`config.mk`:
```
export PLATFORM = sky130hd
export DESIGN_NAME = from_usb
export DESIGN_NICKNAME = d
export VERILOG_FILES = /design/src/rtl/usb_pkg.sv /design/src/rtl/usb_rx_shift.sv /design/src/rtl/from_usb.sv
export SDC_FILE = /design/constraint.sdc
export NUM_CORES = 1
export LEC_CHECK = 0
export ABC_AREA = 1
export CAP_MARGIN = 10
export CORE_MARGIN = 2
export CORE_UTILIZATION = 45
export CTS_CLUSTER_DIAMETER = 30
export CTS_CLUSTER_SIZE = 12
export DETAILED_ROUTE_END_ITERATION = 8
export PLACE_DENSITY = 0.67
export SKIP_CTS_REPAIR_TIMING = 1
export SYNTH_ARGS = -nofsm -noshare
export SYNTH_HDL_FRONTEND = slang
export SYNTH_SLANG_ARGS = --single-unit
```
`constraint.sdc`:
```
create_clock -name clk -period 2 [get_ports clk]
set_clock_uncertainty 0.15 [all_clocks]
set_input_delay 0.2 -clock clk [delete_from_list [all_inputs] [get_ports clk]]
set_output_delay 0.2 -clock clk [all_outputs]
set_load 0.02 [all_outputs]
```
`src/rtl/usb_pkg.sv`:
```
// Shared USB line-level definitions: symbol encoding, bit mapping,
// EOP length and receiver states. Imported by the rx and tx paths.
package usb_pkg;

  // {d_p, d_m} encoding of one line sample
  typedef enum logic [1:0] {
    SE0 = 2'b00,
    K   = 2'b01,
    J   = 2'b10,
    SE1 = 2'b11
  } sym_t;

  typedef enum logic [2:0] {
    IDLE,
    RECV,
    EOP1,
    EOP2,
    ERR
  } rx_state_t;

  localparam logic BIT_J   = 1'b1;
  localparam logic BIT_K   = 1'b0;
  localparam int   EOP_LEN = 2;

  function automatic logic sym_bit(input sym_t s);
    return (s == J) ? BIT_J : BIT_K;
  endfunction

endpackage

```
`src/rtl/usb_rx_shift.sv`:
```
// LSB-first byte assembler: 8-bit shift register plus 3-bit bit counter.
// Ports: clk, rst, clear, shift_en, bit_in -> rx_data, done, partial.
module usb_rx_shift (
  input  logic       clk,
  input  logic       rst,
  input  logic       clear,
  input  logic       shift_en,
  input  logic       bit_in,
  output logic [7:0] rx_data,
  output logic       done,
  output logic       partial
);

  logic [7:0] sr;
  logic [2:0] cnt;

  always_ff @(posedge clk or posedge rst) begin
    if (rst) begin
      sr  <= 8'h00;
      cnt <= 3'd0;
    end else if (clear) begin
      sr  <= 8'h00;
      cnt <= 3'd0;
    end else if (shift_en) begin
      sr  <= {bit_in, sr[7:1]};
      cnt <= cnt + 3'd1;
    end
  end

  // Byte as it will look once the current bit is shifted in, so the
  // parent can register it in the same cycle as the 8th bit.
  assign rx_data = {bit_in, sr[7:1]};
  assign done    = shift_en && (cnt == 3'd7);
  assign partial = (cnt != 3'd0);

endmodule

```
`src/rtl/from_usb.sv`:
```
// USB receive line decoder: frames packets, recovers bits and bytes.
// Ports: clk, rst, d_p, d_m -> data_bit, bit_valid, rx_byte, byte_valid,
// pkt_start, pkt_end, pkt_partial, rx_err, busy.
// Optional macro FROM_USB_LEN_CHECK_EN enables the MAX_BITS length limit.
module from_usb
  import usb_pkg::*;
#(
  parameter int MAX_BITS = 1024
) (
  input  logic       clk,
  input  logic       rst,
  input  logic       d_p,
  input  logic       d_m,
  output logic       data_bit,
  output logic       bit_valid,
  output logic [7:0] rx_byte,
  output logic       byte_valid,
  output logic       pkt_start,
  output logic       pkt_end,
  output logic       pkt_partial,
  output logic       rx_err,
  output logic       busy
);

  if (MAX_BITS < 1) begin : g_bad_max_bits
    $error("MAX_BITS must be at least 1");
  end

  rx_state_t  state;
  sym_t       line_q;
  logic [1:0] se0_cnt;
  logic       is_data;
  logic       len_over;
  logic       shift_en;
  logic       clear;
  logic [7:0] sh_data;
  logic       sh_done;
  logic       sh_partial;

  always_ff @(posedge clk or posedge rst) begin
    if (rst) line_q <= SE0;
    else     line_q <= sym_t'({d_p, d_m});
  end

  assign is_data  = (line_q == J) || (line_q == K);
  assign clear    = (state == IDLE) && (line_q == K);
  assign shift_en = (state == RECV) && is_data && !len_over;

`ifdef FROM_USB_LEN_CHECK_EN
  localparam int LW = $clog2(MAX_BITS + 1);
  logic [LW-1:0] bit_cnt;

  always_ff @(posedge clk or posedge rst) begin
    if (rst)           bit_cnt <= '0;
    else if (clear)    bit_cnt <= '0;
    else if (shift_en) bit_cnt <= bit_cnt + LW'(1);
  end

  assign len_over = (bit_cnt == LW'(MAX_BITS));
`else
  assign len_over = 1'b0;
`endif

  usb_rx_shift u_shift (
    .clk      (clk),
    .rst      (rst),
    .clear    (clear),
    .shift_en (shift_en),
    .bit_in   (sym_bit(line_q)),
    .rx_data  (sh_data),
    .done     (sh_done),
    .partial  (sh_partial)
  );

  always_ff @(posedge clk or posedge rst) begin
    if (rst) begin
      state       <= IDLE;
      se0_cnt     <= 2'd0;
      data_bit    <= 1'b0;
      bit_valid   <= 1'b0;
      rx_byte     <= 8'h00;
      byte_valid  <= 1'b0;
      pkt_start   <= 1'b0;
      pkt_end     <= 1'b0;
      pkt_partial <= 1'b0;
      rx_err      <= 1'b0;
      busy        <= 1'b0;
    end else begin
      data_bit    <= 1'b0;
      bit_valid   <= 1'b0;
      byte_valid  <= 1'b0;
      pkt_start   <= 1'b0;
      pkt_end     <= 1'b0;
      pkt_partial <= 1'b0;
      rx_err      <= 1'b0;
      // SE0 run length only matters inside ERR; restart it on entry
      if (state != ERR) se0_cnt <= 2'd0;
      unique case (state)
        IDLE: begin
          if (line_q == K) begin
            state     <= RECV;
            pkt_start <= 1'b1;
            busy      <= 1'b1;
          end else if (line_q == SE1) begin
            state  <= ERR;
            rx_err <= 1'b1;
            busy   <= 1'b1;
          end
        end
        RECV: begin
          if (is_data && len_over) begin
            state  <= ERR;
            rx_err <= 1'b1;
          end else if (is_data) begin
            bit_valid <= 1'b1;
            data_bit  <= sym_bit(line_q);
            if (sh_done) begin
              rx_byte    <= sh_data;
              byte_valid <= 1'b1;
            end
          end else if (line_q == SE0) begin
            state <= EOP1;
          end else begin
            state  <= ERR;
            rx_err <= 1'b1;
          end
        end
        EOP1: begin
          if (line_q == SE0) begin
            state <= EOP2;
          end else begin
            state  <= ERR;
            rx_err <= 1'b1;
          end
        end
        EOP2: begin
          if (line_q == J) begin
            state       <= IDLE;
            pkt_end     <= 1'b1;
            pkt_partial <= sh_partial;
            busy        <= 1'b0;
          end else begin
            state  <= ERR;
            rx_err <= 1'b1;
          end
        end
        ERR: begin
          if (line_q != SE0) begin
            se0_cnt <= 2'd0;
          end else if (se0_cnt == 2'(EOP_LEN - 1)) begin
            state   <= IDLE;
            se0_cnt <= 2'd0;
            busy    <= 1'b0;
          end else begin
            se0_cnt <= se0_cnt + 2'd1;
          end
        end
        default: begin
          state <= IDLE;
          busy  <= 1'b0;
        end
      endcase
    end
  end

endmodule
```
==> results of run 1 <==
-- Yosys cell counts --
master	count
sky130_fd_sc_hd__nand3_4	1
sky130_fd_sc_hd__dfrtp_1	33
sky130_fd_sc_hd__nand4_1	2
sky130_fd_sc_hd__nand2_2	1
sky130_fd_sc_hd__nor3_1	5
sky130_fd_sc_hd__nand2_4	1
sky130_fd_sc_hd__inv_6	1
sky130_fd_sc_hd__o21ai_0	4
sky130_fd_sc_hd__nor2_1	6
sky130_fd_sc_hd__buf_2	1
sky130_fd_sc_hd__buf_6	1
sky130_fd_sc_hd__nor2_8	1
sky130_fd_sc_hd__inv_1	24
sky130_fd_sc_hd__nor4_1	1
sky130_fd_sc_hd__o21a_1	1
sky130_fd_sc_hd__a31oi_1	1
sky130_fd_sc_hd__ha_1	8
sky130_fd_sc_hd__nand3_1	7
sky130_fd_sc_hd__o21ai_2	8
sky130_fd_sc_hd__buf_4	2
sky130_fd_sc_hd__nand2_1	28
sky130_fd_sc_hd__inv_2	2
sky130_fd_sc_hd__o22ai_1	6
-- layout by cell type (no fill, tap or decap), types with 2 or more instances in the layout --
cell type                         synthesis  final
sky130_fd_sc_hd__inv_2                    2      2
sky130_fd_sc_hd__nor3_1                   5      5
sky130_fd_sc_hd__dfrtp_1                 33     33
sky130_fd_sc_hd__o22ai_1                  6      6
sky130_fd_sc_hd__clkbuf_4                 0      5
sky130_fd_sc_hd__o21ai_0                  4      4
sky130_fd_sc_hd__inv_1                   24     24
sky130_fd_sc_hd__clkdlybuf4s50_1          0     19
sky130_fd_sc_hd__nor2_1                   6      6
sky130_fd_sc_hd__nand3_1                  7      7
sky130_fd_sc_hd__nand2_1                 28     28
sky130_fd_sc_hd__nand4_1                  2      2
sky130_fd_sc_hd__ha_1                     8      8
sky130_fd_sc_hd__o21ai_2                  8      8
-- sequential cells by signal, indices dropped and copies added (netlist names), 2 cells and up --
| register | flops |
|---|---|
| se0_cnt | 2 |
| u_shift.cnt | 3 |
| u_shift.sr | 7 |
| line_q | 2 |
| state | 3 |
| rx_byte | 8 |
-- critical path, stage by stage, from the launching register on --
cell and delay (ns):
sky130_fd_sc_hd__dfrtp_1 0.41, sky130_fd_sc_hd__inv_1 0.08, sky130_fd_sc_hd__ha_1 0.31, sky130_fd_sc_hd__nand3_4 0.14, sky130_fd_sc_hd__nand2_1 0.29, sky130_fd_sc_hd__inv_1 0.09
sky130_fd_sc_hd__nand2_1 0.07, sky130_fd_sc_hd__nand2_1 0.04
-- logic make-up (layout without fill, tap and decap cells) --
logic type / Yosys count / count (layout)
AND/OR/NAND/NOR: 53 / 53
flip-flops: 33 / 33
buffers and inverters: 31 / 55
AO/OA/AOI/OAI: 20 / 20
adder cells (fa/ha/maj): 8 / 8
-- power breakdown --
group / switching [W] / leakage, nW / internal, W / total [W]
Sequential: 0.0000690 / 0.448 / 0.000742 / 0.000811
Combinational: 0.000256 / 0.393 / 0.000145 / 0.000401
Clock: 0.000218 / 0.0455 / 0.000298 / 0.000516
Total: 0.000543 / 0.887 / 0.00119 / 0.00173
-- metrics by stage --
step                      utilization (%)  worst slack (ns)  total power (W)
after floorplan                         -             0.467          0.00113
after global placement               54.8             0.362          0.00121
after detailed placement             54.8             0.323          0.00123
after CTS                            57.6             0.316          0.00175
after global routing                 57.6             0.184          0.00183
final                                57.6             0.315          0.00173
-- routing by layer --
metal	vias up	global-route usage, %	wire length, um
li1	503	-	-
met1	466	19.5	1080
met2	30	24.5	1120
met3	6	5.67	149
met4	0	7.76	53
met5	-	0	0
-- final timing paths --
check | start | endpoint | slack [ns] | depth (start not counted)
setup / recovery | line_q[1] | u_shift.cnt[2] | 0.32 | 7
hold / removal | rst | rx_byte[1] | 0.09 | 3
setup reg to reg | line_q[1] | u_shift.cnt[2] | 0.32 | 7
hold reg to reg | se0_cnt[0] | se0_cnt[0] | 0.31 | 1
max in group asynchronous | rst | se0_cnt[0] | 1.32 | 3
min in group clk | d_p | line_q[1] | 0.15 | 1
-- final cells by class --
cell class              instances  area share, %
clock buffers                   7           3.11
clock inverters                 1           1.69
inverters                      27           6.00
multi-input cells              81           28.4
flip-flops and latches         33           46.6
well taps                      44           3.11
repair buffers                 20           11.2
==> results.txt, run 1 <==
The flow ran to the end, and the final reports show no timing, DRC or antenna violations. The number of pins exceeding their max-slew limit in the final report is 0. The root buffer cell chosen for the clock tree is sky130_fd_sc_hd__clkbuf_4. The sum of negative setup slack came out at 0 ns. The highest fanout seen on the critical path came out at 11. The shortest period the worst path allows is 1.68 ns. The number of buffers inserted during clock tree synthesis came out at 5.

After synthesis, the mean cell area works out to 10.1 um^2. The sequential cell area came out at 826 um^2. After synthesis the netlist holds a flip-flop and latch count of 33. The area of the placeable core came out at 0.00308 mm^2. The number of violations of the max-capacitance limit came out at 0. Yosys printed 0 warnings. By startpoint and endpoint, the worst setup path is classified as flip-flop to flip-flop.

Buffers placed on the I/O ports in this run total 19. The CTS H-tree depth is 2. The number of antenna diodes came out at 0. The number of inserted filler cells in the final layout came out at 301. The number of core rows came out at 20. The routed wire length came out at 2.40 mm. The floorplan die area came out at 0.00373 mm^2. The clock reaches the later pin of the worst-skew pair after 0.33 ns. The half-perimeter wire length after placement came out at 1.77 mm. The synthesized area came out at 0.00147 mm^2. The peak clock frequency supported by timing is 594 MHz. The via count of the first global-routing pass came out at 977. The number of top-level pins came out at 20. After clock tree synthesis, the clock-pin slew on the worst setup and hold paths is 0.10 ns.

In the final layout, the share of cells above drive strength 1 is 13.6%. The first detailed-routing pass ran for 4 iterations. The final route contains 1005 vias. The post-synthesis cell type count came out at 23. The proportion of synthesized area in mux cells came out at 0%. After layout, the worst path uses 84.2% of the clock period.

The post-route antenna net violation count is 0. Across every metal layer, demand over resource in global routing totals 15.7%. The cell leakage power came out at 0.887 nW. The final hold violation count was 0. The maximum number of pins on one net before global-route repair came out at 34. The TritonCTS clock tree is done. The worst-case IR drop observed on VDD is 0.000494 V. The detailed-route vias per instance came out at 4.72. In the final design database the tool counted 180 nets. In this run the cell area measured after placement is 0.00169 mm^2. In this run the tightest slew margin relative to its limit is 74.2%.

The final cell area excluding filler cells is 0.00177 mm^2. The number of setup violations in the final report came out at 0. The clock passes through at most 2 buffers.

The synthesis-to-finish area growth is 20.9%. The initial core utilization is 47.6%. The biggest area consumer among synthesized cells is sky130_fd_sc_hd__dfrtp_1. Yosys attributes the largest share of cell area to sky130_fd_sc_hd__dfrtp_1, sky130_fd_sc_hd__nand2_1, sky130_fd_sc_hd__ha_1. The share of the synthesized area in compound gates (AO/OA/AOI/OAI) is 9.64%. The detailed router's first-iteration violation count came out at 33. The placer congestion estimate came out at 0.944. In the routed design, unresolved DRC markers number 0. The number of nets handed over by synthesis was 157.

The class of the tightest hold or removal check is primary input to asynchronous set/reset pin. The data arrival at the endpoint of the critical path is 1.77 ns. Power spread over the standard cell area amounts to 975 mW/mm^2. The sink count of the clock tree came out at 33. In the final routed layout, each cell accounts on average for 11.3 um.

Sequential cells were found to cover 56.3% of the synthesized design area. The height of the die came out at 61.1 um. The finished layout holds 213 standard cells, fillers aside.

For the pin with the worst max-slew slack, the measured transition is 0.386 ns. The area of combinational cells with multiple inputs came out at 503 um^2. The overall overflow remaining after global route is 0. The number of placed instances, taps included, is 205. The count of mapped cells out of synthesis came out at 145. The width of the die is 61.1 um.

The adder-cell area share of the yosys netlist is 6.83%. The parity-gate share of the synthesized area counting xor and xnor cells came out at 0%. STA classifies the critical path startpoint as a flip-flop. The area fraction of the dominant cell type after synthesis came out at 56.3%. The tightest hold margin is 0.0867 ns. The first-pass GRT wire length is 4.13 mm. Setup repair after global routing left no endpoint under its margin. STA classifies the critical path endpoint as a flip-flop. Of the total synthesized cell area, the portion taken by AND, OR, NAND and NOR gates is 17.8%. By area, the combinational part of the netlist is dominated by simple AND/OR/NAND/NOR gates. The data required time at the worst endpoint is 2.09 ns. The initial antenna violation count is 0.
No activity file was read; power rests on OpenSTA's default activity.
==> inputs of run 2 (changes only) <==
Settings changed: PLACE_DENSITY 0.67 to 0.69.
Clock period 2 ns to 1.45 ns, I/O delays scaled along.
==> run 2 against run 1 <==
Net effect: sequential power up 34%; final cell count up 8.9%; count of clock-buffer cells in the layout unchanged; flip-flop and latch count unchanged; highest routed layer unchanged; the run now ends with negative setup slack left; combinational power up 100%.
==> results.txt, run 2 (synthesis results as in run 1) <==
The flow ran to the end, but the final reports show violations. The final reports fail on negative setup slack. The most common cell after layout, fill and taps aside is sky130_fd_sc_hd__dfrtp_1.

Setup repair after global routing could not meet its margin everywhere. In this run the deepest clock path goes through 2 buffers. The highest fanout seen on the critical path came out at 4. The floorplan die area came out at 0.00373 mm^2. The number of antenna diodes is 0. The critical path endpoint is rx_byte[5]. The final cell area excluding filler cells is 0.00211 mm^2. The initial antenna violation count is 0. The final layout contains 199 nets. The number of inserted filler cells in the final layout is 244.

The height of the die is 61.1 um. Static timing analysis puts the maximum clock frequency at 658 MHz. The register ranked first by flip-flop count is rx_byte. In this run, the number of DRC markers left after iteration 0 of detailed routing was 31. On the critical path the largest part of the delay comes from flip-flops. Of the cells placed in the final design, the portion with a size suffix greater than 1 is 32.4%. The post-route antenna net violation count came out at 0. The net switching power came out at 0.000828 W. In this run, flip-flops and latches consume 41.7% of the power. For this configuration, the core starts out at a cell density of 47.6%. After detailed routing, the average wire length per cell comes to 12.9 um. Clock latency on the worst-skew pair, taken at its later pin, is 0.33 ns.

The min-delay analysis places its worst path in the category primary input to asynchronous set/reset pin. The area of placed instances is 0.00183 mm^2. Entering global routing, the biggest net connects 34 pins.

For this design, the slowest cell found on the critical path is sky130_fd_sc_hd__dfrtp_1. The headroom to the max-slew limit came out at 79.3%. The switching portion of total power came out at 31.7%. The largest incremental delay on the critical path came out at 0.40 ns. The critical path starts at line_q[0].

The first-pass GRT wire length came out at 4.69 mm. The CTS H-tree depth came out at 2. The number of detailed-route iterations in the first pass came out at 4. The routed wire length came out at 2.99 mm. The endpoint identified for the worst register-to-register timing path is rx_byte[5]. The half-perimeter wire length after placement came out at 2.04 mm. The total power divided by cell area is 1230 mW/mm^2. The clock group share of total power came out at 27.1%. By startpoint and endpoint, the worst setup path is classified as flip-flop to flip-flop.

The peak supply drop came out at 0.000767 V. The cell leakage power is 1.26 nW. The area growth from synthesis to layout is 44.2%. TritonCTS built the clock tree. The number of DRC violations after detailed routing is 0. After clock tree synthesis, the clock-pin slew on the worst setup and hold paths is 0.10 ns.

Clock tree synthesis found a total of 33 sinks. The critical path goes through inv_2 -> ha_4 -> nand3_4 -> clkinv_8 -> buf_12 -> nand2_8 -> nand2_4 -> o21ai_2. The total internal power is 0.00178 W. The floorplan step set the die width to 61.1 um. The area of the placeable core is 0.00308 mm^2. The sum of negative setup slack came out at -0.615 ns. During I/O placement, the number of pins put on the boundary was 20. The final worst setup slack is -0.0699 ns. The worst setup path is launched from a flip-flop.

The origin of the critical flop-to-flop path is line_q[0]. The cell sitting at the root of the clock tree is a sky130_fd_sc_hd__clkbuf_4. The number of cells on the critical path is 8.

The number of buffers and inverters on the critical path is 3. The overall overflow remaining after global route is 0. The largest registers in the layout are rx_byte x8, u_shift.sr x7. In the layout the commonest cells are sky130_fd_sc_hd__dfrtp_1, sky130_fd_sc_hd__nand2_1, sky130_fd_sc_hd__inv_1.

The number of core rows came out at 20. STA classifies the critical path endpoint as a flip-flop. At the worst endpoint, the required time is 1.52 ns.

The register-to-register path setup slack came out at -0.07 ns. Setup violations remaining at the end of the flow were counted as 19. The overall track demand over capacity in global routing is 17.7%.

The cell count of the worst reg-to-reg path came out at 8. The placer congestion estimate came out at 0.886. After detailed routing, the number of vias per cell comes to 4.85. The data arrival at the endpoint of the critical path is 1.59 ns. The number of violations of the max-capacitance limit is 0. The via count of the first global-routing pass came out at 1130.

The number of buffers inserted by port buffering is 19. The slew at the pin closest to its max-slew limit is 0.311 ns. The shortest period the worst path allows is 1.52 ns. Combinational cells account for 31.2% of the total power. Counting the buffers created by CTS gives 5. The number of vias in the routed layout came out at 1125.

The final worst-path cycle share came out at 105%. The number of pins exceeding their max-slew limit in the final report came out at 0. The register with the most flip-flops in the layout has 8 of them.

The final hold violation count came to 0.
==> run 2: cell types whose count changed in the layout (fill, tap and decap cells not counted), sizes merged <==
cell / change
dlymetal6s2s: +16
inv: -1
nand2: +2
clkinv: +1
clkdlybuf4s50: -16
buf: +17
==> run 2: stage by stage <==
step	setup WS, ns	instances	util, %	hold slack (ns)	total power (W)
3_5_place_dp	-0.0571	219	59.5	0.308	0.00184
6_report	-0.0699	232	68.7	0.00598	0.00261
4_1_cts	-0.188	227	62.2	-0.00251	0.00256
5_1_grt	-0.143	232	68.7	0.0214	0.00278
3_3_place_gp	-0.0199	219	59.5	0.294	0.00181
2_1_floorplan	-0.0292	145	-	0.0264	0.00156
==> run 2: metal layers <==
layer	track usage [%]	part of all wire, %
met5	0	0
met4	8.70	1.6
met3	5.88	4.7
met2	29.8	51
met1	20.2	42
==> run 2: power by group through the flow <==
stage | clock network (W) | registers [W] | logic [W]
2_1_floorplan | 0 | 0.00112 | 0.000444
4_1_cts | 0.000734 | 0.00109 | 0.000734
3_3_place_gp | 0 | 0.00110 | 0.000711
5_1_grt | 0.000766 | 0.00110 | 0.000916
3_5_place_dp | 0 | 0.00111 | 0.000730
6_report | 0.000707 | 0.00109 | 0.000813
==> run 2: cell type report <==
class	count	area [um^2]	area share (%)
tap	44	55.1	2.60
inverter	27	114	5.38
timing repair buffer	37	415	19.6
clock inverter	1	30.0	1.42
clock buffer	7	55.1	2.60
multi-input combinational	83	619	29.3
sequential	33	826	39.1
==> run 2: worst min path at each step <==
| stage | from | to | cells after the start |
|---|---|---|---|
| 6_report | rst | bit_valid | 3 |
| 5_1_grt | rst | rx_byte[0] | 3 |
| 4_1_cts | rst | rx_byte[0] | 3 |
| 3_5_place_dp | se0_cnt[0] | se0_cnt[0] | 1 |
| 3_3_place_gp | se0_cnt[0] | se0_cnt[0] | 1 |
| 2_1_floorplan | d_m | line_q[0] | 0 |
==> run 2: worst reg2reg max path, delay by kind of cell, from the launching register on <==
kind,cells,cell delay [ns]
and+or+nand+nor,3,0.25
DFF,1,0.40
buffers and inverters,3,0.29
AOI/OAI and AO/OA,1,0.05
adders and majority gates,1,0.28
==> inputs of run 3 (changes only) <==
Settings changed: SETUP_SLACK_MARGIN from default to 0.3.
==> run 3 against run 2 <==
Net effect: the run still ends with negative setup slack left; core utilization shrank 1.7 points; maximum frequency grew 4.2%; largest power group unchanged; first-iteration DRC count shrank 3.2%; critical path depth is the same; power grew 1.5%; die area is the same; flip-flop and latch count is the same; hold slack lost 0.0028 ns; sequential power grew 4%; non-clock buffer count is the same; via count shrank 2.8%; highest routed layer unchanged.
==> results.txt, run 3 (synthesis results as in run 1) <==
The flow ran to the end, but the final reports show violations. The final reports fail on negative setup slack. The data required time at the worst endpoint came out at 1.52 ns. The number of detailed-route iterations in the first pass is 4. CTS built an H-tree with a depth of 2. The initial core utilization is 47.6%.

The headroom to the max-slew limit came out at 79.5%. The number of core rows is 20. For this run, the top clock speed supported by timing is 686 MHz.

In this run, CTS created clock tree buffers numbering 5. The shortest period the worst path allows is 1.46 ns. After detailed placement, the design holds a cell count of 215. The post-route antenna net violation count is 0.

The maximum number of pins on one net before global-route repair is 34. The flip-flop count of the largest register after layout is 8. The data arrival at the endpoint of the critical path came out at 1.53 ns. The height of the die is 61.1 um. From synthesis to final layout, the design area changed by 40.7%. Leaving out fill and tap cells, the most frequent cells in the layout are sky130_fd_sc_hd__dfrtp_1, sky130_fd_sc_hd__nand2_1, sky130_fd_sc_hd__inv_1. The final hold violation count is 0.

In the final layout, flip-flops and latches occupy 830 um^2. TritonCTS built the clock tree. Across the run, the number of max-cap violations was 0. The sum of negative setup slack is -0.0270 ns. The first global-routing pass estimated 4.24 mm of wire. The highest fanout seen on the critical path came out at 3. Detailed routing inserted a total of 1094 vias. The number of antenna diodes came out at 0. The routed length per placed instance came out at 12.0 um. The area of combinational cells with multiple inputs came out at 617 um^2. The area of the placeable core is 0.00308 mm^2. The sink count of the clock tree came out at 33. STA classifies the critical path startpoint as a flip-flop. The initial antenna violation count came out at 0. The number of non-filler instances in the completed layout came out at 231. For this design the top-level I/O count stands at 20.

The count of nets after finishing came out at 198. The longest clock path from root to sink contains 2 buffers. The buffer type at the clock tree root is sky130_fd_sc_hd__clkbuf_4. The overall overflow remaining after global route is 0. The class of the tightest hold or removal check is primary input to asynchronous set/reset pin. Counting the fill cells in the layout gives 246.

Summed over all cells, the static leakage comes to 1.04 nW. The area of placed instances came out at 0.00179 mm^2. The number of DRC violations after detailed routing is 0. The detailed router's first-iteration violation count came out at 30.

The most common cell after layout, fill and taps aside is sky130_fd_sc_hd__dfrtp_1. After detailed routing, the total wire length is 2.77 mm. The start-to-end type of the worst setup path is flip-flop to flip-flop. The worst path uses 101% of the clock period. The final cell area excluding filler cells is 0.00206 mm^2. In the final layout, the registers with the most flip-flops are rx_byte x8, u_shift.sr x7. The clock-pin slew on the worst setup and hold paths came out at 0.10 ns.

The via count of the first global-routing pass is 991. Using the TritonRoute via totals, the vias-per-cell ratio works out to 4.74. The slew at the pin closest to its max-slew limit is 0.307 ns. The clock latency at the later pin of the worst-skew pair came out at 0.33 ns. Once detailed placement completed, the half-perimeter wirelength came to 1.86 mm. The width of the die is 61.1 um. The overall track demand over capacity in global routing is 16.0%. The placer congestion estimate is 0.910. The final worst setup slack is -0.00796 ns. The number of setup violations in the final report came out at 8.

The peak supply drop is 0.000827 V. The tightest hold margin came out at 0.00323 ns. The floorplan die area came out at 0.00373 mm^2. The layout cell share with drive strength beyond 1 came out at 43.3%.

The number of buffers inserted by port buffering came out at 19. The design draws 0.00265 W. Setup repair after global routing could not meet its margin everywhere.

rx_byte holds more flip-flops than any other register. The critical path endpoint category is a flip-flop. The total power divided by cell area is 1280 mW/mm^2. The number of pins exceeding their max-slew limit in the final report came out at 0.
[run 3: layout make-up]
class                      instances  share of cell area [%]
inverter                          27                    5.28
multi-input combinational         82                    29.9
clock inverter                     1                    1.46
sequential                        33                    40.2
tap                               44                    2.67
clock buffer                       7                    2.67
timing repair buffer              37                    17.8
[run 3: worst max-delay path: stages (launching register included)]
cell	delay, ns
sky130_fd_sc_hd__dfrtp_1	0.41
sky130_fd_sc_hd__buf_6	0.14
sky130_fd_sc_hd__ha_2	0.17
sky130_fd_sc_hd__inv_1	0.07
sky130_fd_sc_hd__nand4_1	0.12
sky130_fd_sc_hd__nand2_2	0.14
sky130_fd_sc_hd__inv_2	0.05
sky130_fd_sc_hd__nand3_1	0.06
sky130_fd_sc_hd__nand2_1	0.05
[run 3: power by group]
group / switching (W) / total, W / internal, W
registers: 0.000101 / 0.00113 / 0.00103
logic: 0.000448 / 0.000815 / 0.000367
clock network: 0.000291 / 0.000703 / 0.000412
total: 0.000840 / 0.00265 / 0.00181
[run 3: final timing paths]
kind	start	end	slack (ns)	cells after the start
hold / removal	rst	rx_byte[5]	0.003	3
hold reg to reg	rx_byte[3]	rx_byte[3]	0.35	2
setup / recovery	line_q[1]	busy	-0.008	8
max in group asynchronous	rst	state[2]	0.97	3
setup reg to reg	line_q[1]	busy	-0.008	8
min in group clk	d_m	line_q[0]	0.10	1
[run 3: metrics by stage]
stage	utilization, %	setup slack (ns)
final	67.0	-0.00796
after global routing	67.0	-0.124
after CTS	61.0	-0.173
after detailed placement	58.3	-0.0273
after global placement	58.3	0.00782
after floorplan	-	-0.0274
[run 3: per-layer routing]
metal | vias to the layer above | global-route usage, % | routed length (um)
li1 | 544 | - | -
met1 | 516 | 19.0 | 1200
met2 | 29 | 25.8 | 1410
met3 | 5 | 5.67 | 113
met4 | 0 | 7.76 | 47
met5 | - | 0 | 0
